## config.mk

```make
export PLATFORM = sky130hd
export DESIGN_NAME = wb_sdram_arbiter
export DESIGN_NICKNAME = d
export VERILOG_FILES = /design/src/rtl/wb_arb_pkg.sv /design/src/rtl/wb_sdram_arbiter.sv
export SDC_FILE = /design/constraint.sdc
export NUM_CORES = 1
export LEC_CHECK = 0
export ABC_AREA = 1
export BUFFER_PORTS_ARGS = -buffer_cell sky130_fd_sc_hd__buf_2
export CAP_MARGIN = 20
export CORE_AREA = 2 2 109 111
export CTS_CLUSTER_DIAMETER = 40
export DETAILED_ROUTE_END_ITERATION = 7
export DIE_AREA = 0 0 111 113
export GPL_TIMING_DRIVEN = 0
export SYNTH_ARGS = -nofsm -noshare
export SYNTH_HDL_FRONTEND = slang
export SYNTH_SLANG_ARGS = --single-unit
```

## constraint.sdc

```tcl
create_clock -name clock -period 1.7 [get_ports clock]
set_clock_uncertainty 0.15 [all_clocks]
set_input_delay 0.085 -clock clock [delete_from_list [all_inputs] [get_ports clock]]
set_output_delay 0.085 -clock clock [all_outputs]
set_load 0.02 [all_outputs]
```

## src/rtl/wb_arb_pkg.sv

```systemverilog
// Shared types for the two-master Wishbone SDRAM arbiter.
package wb_arb_pkg;

    typedef enum logic [1:0] {
        ST_IDLE  = 2'd0,
        ST_BUSY  = 2'd1,
        ST_ABORT = 2'd2
    } arb_state_e;

    localparam int STALL_W = 16;
    typedef logic [STALL_W-1:0] stall_cnt_t;

endpackage

```

## src/rtl/wb_sdram_arbiter.sv

```systemverilog
// Round-robin arbiter sharing one SDRAM controller slave between ibus (m0) and dbus (m1),
// with a stall watchdog that terminates a hung slave cycle with an error to the owner.
module wb_sdram_arbiter
    import wb_arb_pkg::*;
#(
    parameter int AW      = 32,
    parameter int DW      = 32,
    parameter int TIMEOUT = 255
) (
    input  logic                clock,
    input  logic                reset_n,
    input  logic [2*AW-1:0]     m_adr_i,
    input  logic [2*DW-1:0]     m_dat_i,
    input  logic [2*DW/8-1:0]   m_sel_i,
    input  logic [1:0]          m_we_i,
    input  logic [1:0]          m_cyc_i,
    input  logic [1:0]          m_stb_i,
    output logic [DW-1:0]       m_dat_o,
    output logic [1:0]          m_ack_o,
    output logic [1:0]          m_err_o,
    output logic [AW-1:0]       s_adr_o,
    output logic [DW-1:0]       s_dat_o,
    output logic [DW/8-1:0]     s_sel_o,
    output logic                s_we_o,
    output logic                s_cyc_o,
    output logic                s_stb_o,
    input  logic [DW-1:0]       s_dat_i,
    input  logic                s_ack_i,
    input  logic                s_err_i
);

    localparam int SW = DW / 8;
    localparam stall_cnt_t TC = stall_cnt_t'(TIMEOUT - 1);

    arb_state_e state_q, state_d;
    logic       gnt_q, gnt_d;
    logic       last_q, last_d;
    stall_cnt_t stall_q, stall_d;

    logic [AW-1:0] g_adr;
    logic [DW-1:0] g_dat;
    logic [SW-1:0] g_sel;
    logic          g_we, g_cyc, g_stb;
    logic          stalling, tc;

    // Lone requester wins; on a tie the master not served last time wins.
    function automatic logic rr_pick(input logic [1:0] req, input logic last);
        if (req == 2'b11)
            return ~last;
        return req[1];
    endfunction

    assign g_adr = gnt_q ? m_adr_i[2*AW-1:AW] : m_adr_i[AW-1:0];
    assign g_dat = gnt_q ? m_dat_i[2*DW-1:DW] : m_dat_i[DW-1:0];
    assign g_sel = gnt_q ? m_sel_i[2*SW-1:SW] : m_sel_i[SW-1:0];
    assign g_we  = m_we_i[gnt_q];
    assign g_cyc = m_cyc_i[gnt_q];
    assign g_stb = g_cyc & m_stb_i[gnt_q];

    // Terminal count only fires on a genuine stall cycle, so a coincident ack wins.
    assign stalling = g_stb & ~s_ack_i & ~s_err_i;
    assign tc       = stalling && (stall_q == TC);

    assign m_dat_o = s_dat_i;

    always_ff @(posedge clock or negedge reset_n) begin
        if (!reset_n) begin
            state_q <= ST_IDLE;
            gnt_q   <= 1'b0;
            last_q  <= 1'b1;
            stall_q <= '0;
        end else begin
            state_q <= state_d;
            gnt_q   <= gnt_d;
            last_q  <= last_d;
            stall_q <= stall_d;
        end
    end

    always_comb begin
        state_d = state_q;
        gnt_d   = gnt_q;
        last_d  = last_q;
        stall_d = stall_q;
        s_adr_o = '0;
        s_dat_o = '0;
        s_sel_o = '0;
        s_we_o  = 1'b0;
        s_cyc_o = 1'b0;
        s_stb_o = 1'b0;
        m_ack_o = 2'b00;
        m_err_o = 2'b00;

        case (state_q)
            ST_IDLE: begin
                stall_d = '0;
                if (|m_cyc_i) begin
                    gnt_d   = rr_pick(m_cyc_i, last_q);
                    state_d = ST_BUSY;
                end
            end

            ST_BUSY: begin
                s_adr_o = g_adr;
                s_dat_o = g_dat;
                s_sel_o = g_sel;
                s_we_o  = g_we;
                s_cyc_o = g_cyc;
                s_stb_o = g_stb;
                m_ack_o[gnt_q] = s_ack_i;
                m_err_o[gnt_q] = s_err_i;
                if (!g_cyc) begin
                    state_d = ST_IDLE;
                    last_d  = gnt_q;
                    stall_d = '0;
                end else if (s_ack_i || s_err_i) begin
                    stall_d = '0;
                end else if (tc) begin
                    state_d = ST_ABORT;
                    stall_d = '0;
                end else if (g_stb) begin
                    stall_d = stall_q + stall_cnt_t'(1);
                end
            end

            // Slave is cut off here; any late response it produces is never forwarded.
            ST_ABORT: begin
                m_err_o[gnt_q] = 1'b1;
                state_d = ST_IDLE;
                last_d  = gnt_q;
                stall_d = '0;
            end

            default: begin
                state_d = ST_IDLE;
                stall_d = '0;
            end
        endcase
    end

endmodule

```

Word-level counts from Yosys, hierarchy flattened
Index checks and enable logic that the tools add are counted.

cells by class
  $add $sub $neg = 1
  $lt $le $gt $ge = 2
  eq/ne operators = 9
  mux-type cells = 36
  bitwise operators = 8
  reduce and logical (&&, ||, !) cells = 9

operators by type and width
  operator                                                                      count
  32-bit two-way mux                                                            4
  16-bit two-way mux                                                            5
  16-bit by 1-bit adder with 16-bit output, second input constant               1
  16-bit by 8-bit equality test with 1-bit output, second input constant        1
  1-bit two-way mux                                                             16
  2-bit two-way mux                                                             5
  4-bit two-way mux                                                             2
  2-bit one-hot mux with 2 select lines                                         2
  3-bit != test, second input constant                                          2
  5-bit != test, second input constant                                          1
  2-bit bitwise AND                                                             2
  2-bit equality test, second input constant                                    2
  2-bit != test, second input constant                                          2
  2-bit AND reduction                                                           2
  1-bit bitwise AND                                                             3
  1-bit inverter                                                                3
  3-bit AND reduction                                                           1
  2-bit by 1-bit equality test with 1-bit output, second input constant         1
  1-bit logical AND                                                             2
  2-bit logical NOT                                                             1
  1-bit by 2-bit less-than comparator with 1-bit output, second input constant  1
  1-bit one-hot mux with 2 select lines                                         1
  2-bit nonzero test                                                            1
  2-bit OR reduction                                                            1
  other kinds (3)                                                               3

storage, ports and cells
  register bits after elaboration = 20
  bits of input ports = 178
  logic and storage cells = 69

Depth between registers and ports, before layout
  depth after elaboration = 10
  gate-level depth with buffers = 11
  gate-level depth less buffers = 11

Worst setup path after synthesis
No wires, ideal clock.

  path kind = reg2reg
  start point = register state_q[1]
  end point = register stall_q[8]
  data arrival time = 1.442 ns
  data required time = 1.433 ns
  path slack = -0.009 ns
  stages on the path, launching flop included = 11
  buffers on the path = 1
  cell sequence = dfrtp_1 -> inv_1 -> ha_1 -> inv_1 -> a21oi_2 -> nand2_4 -> buf_6 -> nand3_1 -> nand2_1 -> nand3_1 -> nor2_1

on the way
  cells in the longest elaborated chain, start to end = 2
  elaborated cells between the ends (all ways) = 3
  those cells by class = 2 x eq/ne; 1 x mux

RTL lines
  item                                                           RTL line                text
  start, declared                                                wb_sdram_arbiter.sv:35  arb_state_e state_q, state_d;
  start signal, assigned                                         wb_sdram_arbiter.sv:73  state_q <= state_d;
  2-bit by 1-bit equality test with 1-bit output (*)             wb_sdram_arbiter.sv:94  case (state_q)
  5-bit != test (no line) or 16-bit two-way mux (tied branches)  n/a
  end signal, assigned                                           wb_sdram_arbiter.sv:76  stall_q <= stall_d;
  end, declared                                                  wb_sdram_arbiter.sv:38  stall_cnt_t stall_q, stall_d;

Mark *: on every way between the ends. The rest lies on a longest branch, timed or not.
A chain may end at the register's enable or synchronous reset.

Worst setup path after layout
  start point = register state_q[1]
  end point = output s_dat_o[5]

on the way
  cells in the longest elaborated chain, start to end = 2

RTL lines
  item                                            RTL line                text
  2-bit by 1-bit equality test with 1-bit output  wb_sdram_arbiter.sv:94
  32-bit two-way mux                              wb_sdram_arbiter.sv:94
  end, declared                                   wb_sdram_arbiter.sv:22  output logic [DW-1:0] s_dat_o,

No other way between the ends.

==> impl_metrics.csv <==
group,metric,value,unit
worst_setup_path,r2r_slack,-0.01,ns
cells_and_area,final_common_cell,"nand2_1",
timing,clock.fmax,517.1,MHz
placement,post_dp_cell_area,4025,µm²
status,violations,"negative setup slack",
synthesis,synth_nets,641,
power_and_ir_drop,ir_drop,0.001001,V
clock_tree,numCtsBuffers,3,
clock_tree,cts.sinks,20,
floorplanning,num_rows,39,
synthesis,ys_types,29,
worst_setup_path,cpMaxStageDelayCell,"dfrtp_1",
global_routing,antenna_found_initial,0,
synthesis,netlist_instances,458,
power_and_ir_drop,p_total,9.536,mW
global_routing,grt_pass1_vias,4019,
flow_run,cap_violations,0,
synthesis,yosys_register_bits,20,
status,status,"finished with violations",
cells_and_area,nets,919,
drt,drt-vias-per-instance,4.569,
placement,io_buffers,252,
global_routing,gr-total-overflow,0,
global_routing,grt_max_degree,21,
floorplanning,die_area,12540,µm²
clock_tree,clk_latency,0.25,ns
timing,max-slew-margin-rel,0.6920,
placement,gp_congestion,0.8408,
timing,whs,0.03567,ns
floorplanning,die_w,111,µm
drt,drtIter0Drc,233,
drt,drc,0,
power_and_ir_drop,power_density,1659,nW/µm²
timing,layout_setup_ws,-0.2338,ns
timing,slew_viol_final,0,
cells_and_area,post-route-util,0.5098,
synthesis,synth_top_area_share,0.2752,
power_and_ir_drop,p_leak,2.751,nW
cells_and_area,design_area,5747,µm²
drt,routed_wl,14830,µm
floorplanning,die_height,113,µm
synthesis,synth.area.top_cells,"nand2_1, dfrtp_1, a21oi_1",
worst_setup_path,cp_common_cell,"buf_12",
synthesis,synth_seq_area_share,0.1947,
synthesis,syn_area_per_cell,5.628,µm²
timing,worst_pin_slew,0.4620,ns
synthesis,post_synth_instance_area,2577,µm²
drt,dr.pass1.iters,4,
synthesis,synth_largest_area_cell,"nand2_1",
clock_tree,clk_path_buf_depth,2,
drt,vias,4012,
cells_and_area,syn_to_final_growth,123.0,%
worst_setup_path,slowest_delay,0.39,ns
cells_and_area,layout-drive-gt1-share,0.5878,
worst_setup_path,crit_arrival,1.70,ns
drt,wl_per_cell,16.88,µm
worst_setup_path,critPathLaunchType,"register",
synthesis,ys.warnings.count,0,
timing,min_period_over_period,1.138,
drt,final_antenna_net_count,0,
worst_setup_path,crit_fanout,5,
clock_tree,cts_tree,"done",
timing,finalSetupViolCount,83,
clock_tree,h-tree-depth,1,
clock_tree,clkTransAtPathRegs,0.06,ns
cells_and_area,n_antenna_cell,0,
worst_setup_path,worst-setup-path-type,"reg -> out",
cells_and_area,layout_common_cells,"nand2_1, buf_2, buf_6",
timing,min_period,1.934,ns
worst_setup_path,cp.required,1.46,ns
global_routing,grt_usage,0.2135,
worst_setup_path,cp_cell_sequence,"inv_2 -> ha_4 -> inv_4 -> buf_8 -> buf_12 -> buf_12 -> clkbuf_16 -> a21oi_4 -> buf_6",
floorplanning,start_util,0.2287,
clock_tree,cts_root_buffer,"clkbuf_16",
global_routing,grt_first_pass_wirelength,21110,µm
timing,hold_violations,0,
worst_setup_path,end_kind,"primary output",
placement,hpwl,11200,µm
placement,dp_slack,-0.5046,ns
floorplanning,coreArea,11270,µm²
timing,rsz0062_at_grt,"true",
floorplanning,io_pins,285,
worst_hold_path,min_path_type,"in -> reg",
cell usage after synthesis, drive strengths merged:
library cell and instances:
nand2 195, a21oi 75, buf 37, nor2 29, inv 25, clkbuf 20, nand3 20, dfrtp 19
o21ai 13, nor3 7, xor2 6, ha 5, o21bai 2, a31oi 1, a32o 1, dfstp 1
nand4 1, or2 1
path summary, 6_finish.rpt:
kind | startpoint | to | depth (start not counted)
max | state_q[1] | s_dat_o[5] | 9
min | s_ack_i | stall_q[0] | 4
max reg2reg | state_q[1] | stall_q[8] | 11
min reg2reg | stall_q[0] | stall_q[0] | 2
max in group asynchronous | reset_n | last_q | 2
min in group asynchronous | reset_n | stall_q[7] | 2
worst max-delay path: cells and delay by family, from the launching register on:
| family | cells | cell delay, ns |
|---|---|---|
| buffers and inverters | 7 | 0.79 |
| AOI/OAI and AO/OA | 1 | 0.12 |
| adders and majority gates | 1 | 0.15 |
| DFF | 1 | 0.39 |
layer usage:
layer  share of wire  up-vias  global-route usage  wire length (µm)
li1                -     1988                   -                 -
met1            0.36     1816              0.2248              5302
met2            0.49      186              0.3796              7283
met3            0.13       22              0.1157              1938
met4           0.020        0             0.04417               301
met5               0        -                   0                 0
where the power goes:
part           internal, mW  switching [mW]
Combinational          3.78            4.67
Clock                 0.320           0.179
Sequential            0.541          0.0520
Total                  4.64            4.90
state kept, by name, indices dropped and copies added, names as in the netlist:
signal,cells
stall_q,16
state_q,2
gnt_q,1
last_q,1
final cells by class:
class	instances	area, µm²
Inverter	25	96.34
Multi-Input combinational cell	356	2376
Buffer	57	524.3
Clock buffer	4	78.83
Tap cell	143	178.9
Timing Repair Buffer	273	1989
Fill cell	1121	5525
Sequential cell	20	503.0
timing repair:
| action | in CTS | in global routing |
|---|---|---|
| cloned | 4 | 2 |
| hold buffers | 3 | 0 |
| setup endpoints to repair | 76 | 93 |
| pin swaps | 0 | 8 |
| resized for setup | 277 | 68 |
| endpoints found under the hold margin | 22 | 0 |
| buffers inserted | 6 | 6 |
stage by stage:
| stage | TNS, ns | instances |
|---|---|---|
| 6_report | -11.47 | 878 |
| 3_3_place_gp | -28.89 | 853 |
| 5_1_grt | -17.18 | 878 |
| 3_5_place_dp | -28.43 | 853 |
| 2_1_floorplan | 0 | 458 |
| 4_1_cts | -9.764 | 870 |
kinds of logic after synthesis:
logic type | synth area share
AND/OR/NAND/NOR | 0.4029
AO/OA/AOI/OAI | 0.1845
flip-flops | 0.1947
buffers and inverters | 0.1733
adder cells (fa/ha/maj) | 0.02427
XOR/XNOR | 0.02039
Note: power is estimated with default switching activity, not from simulation.
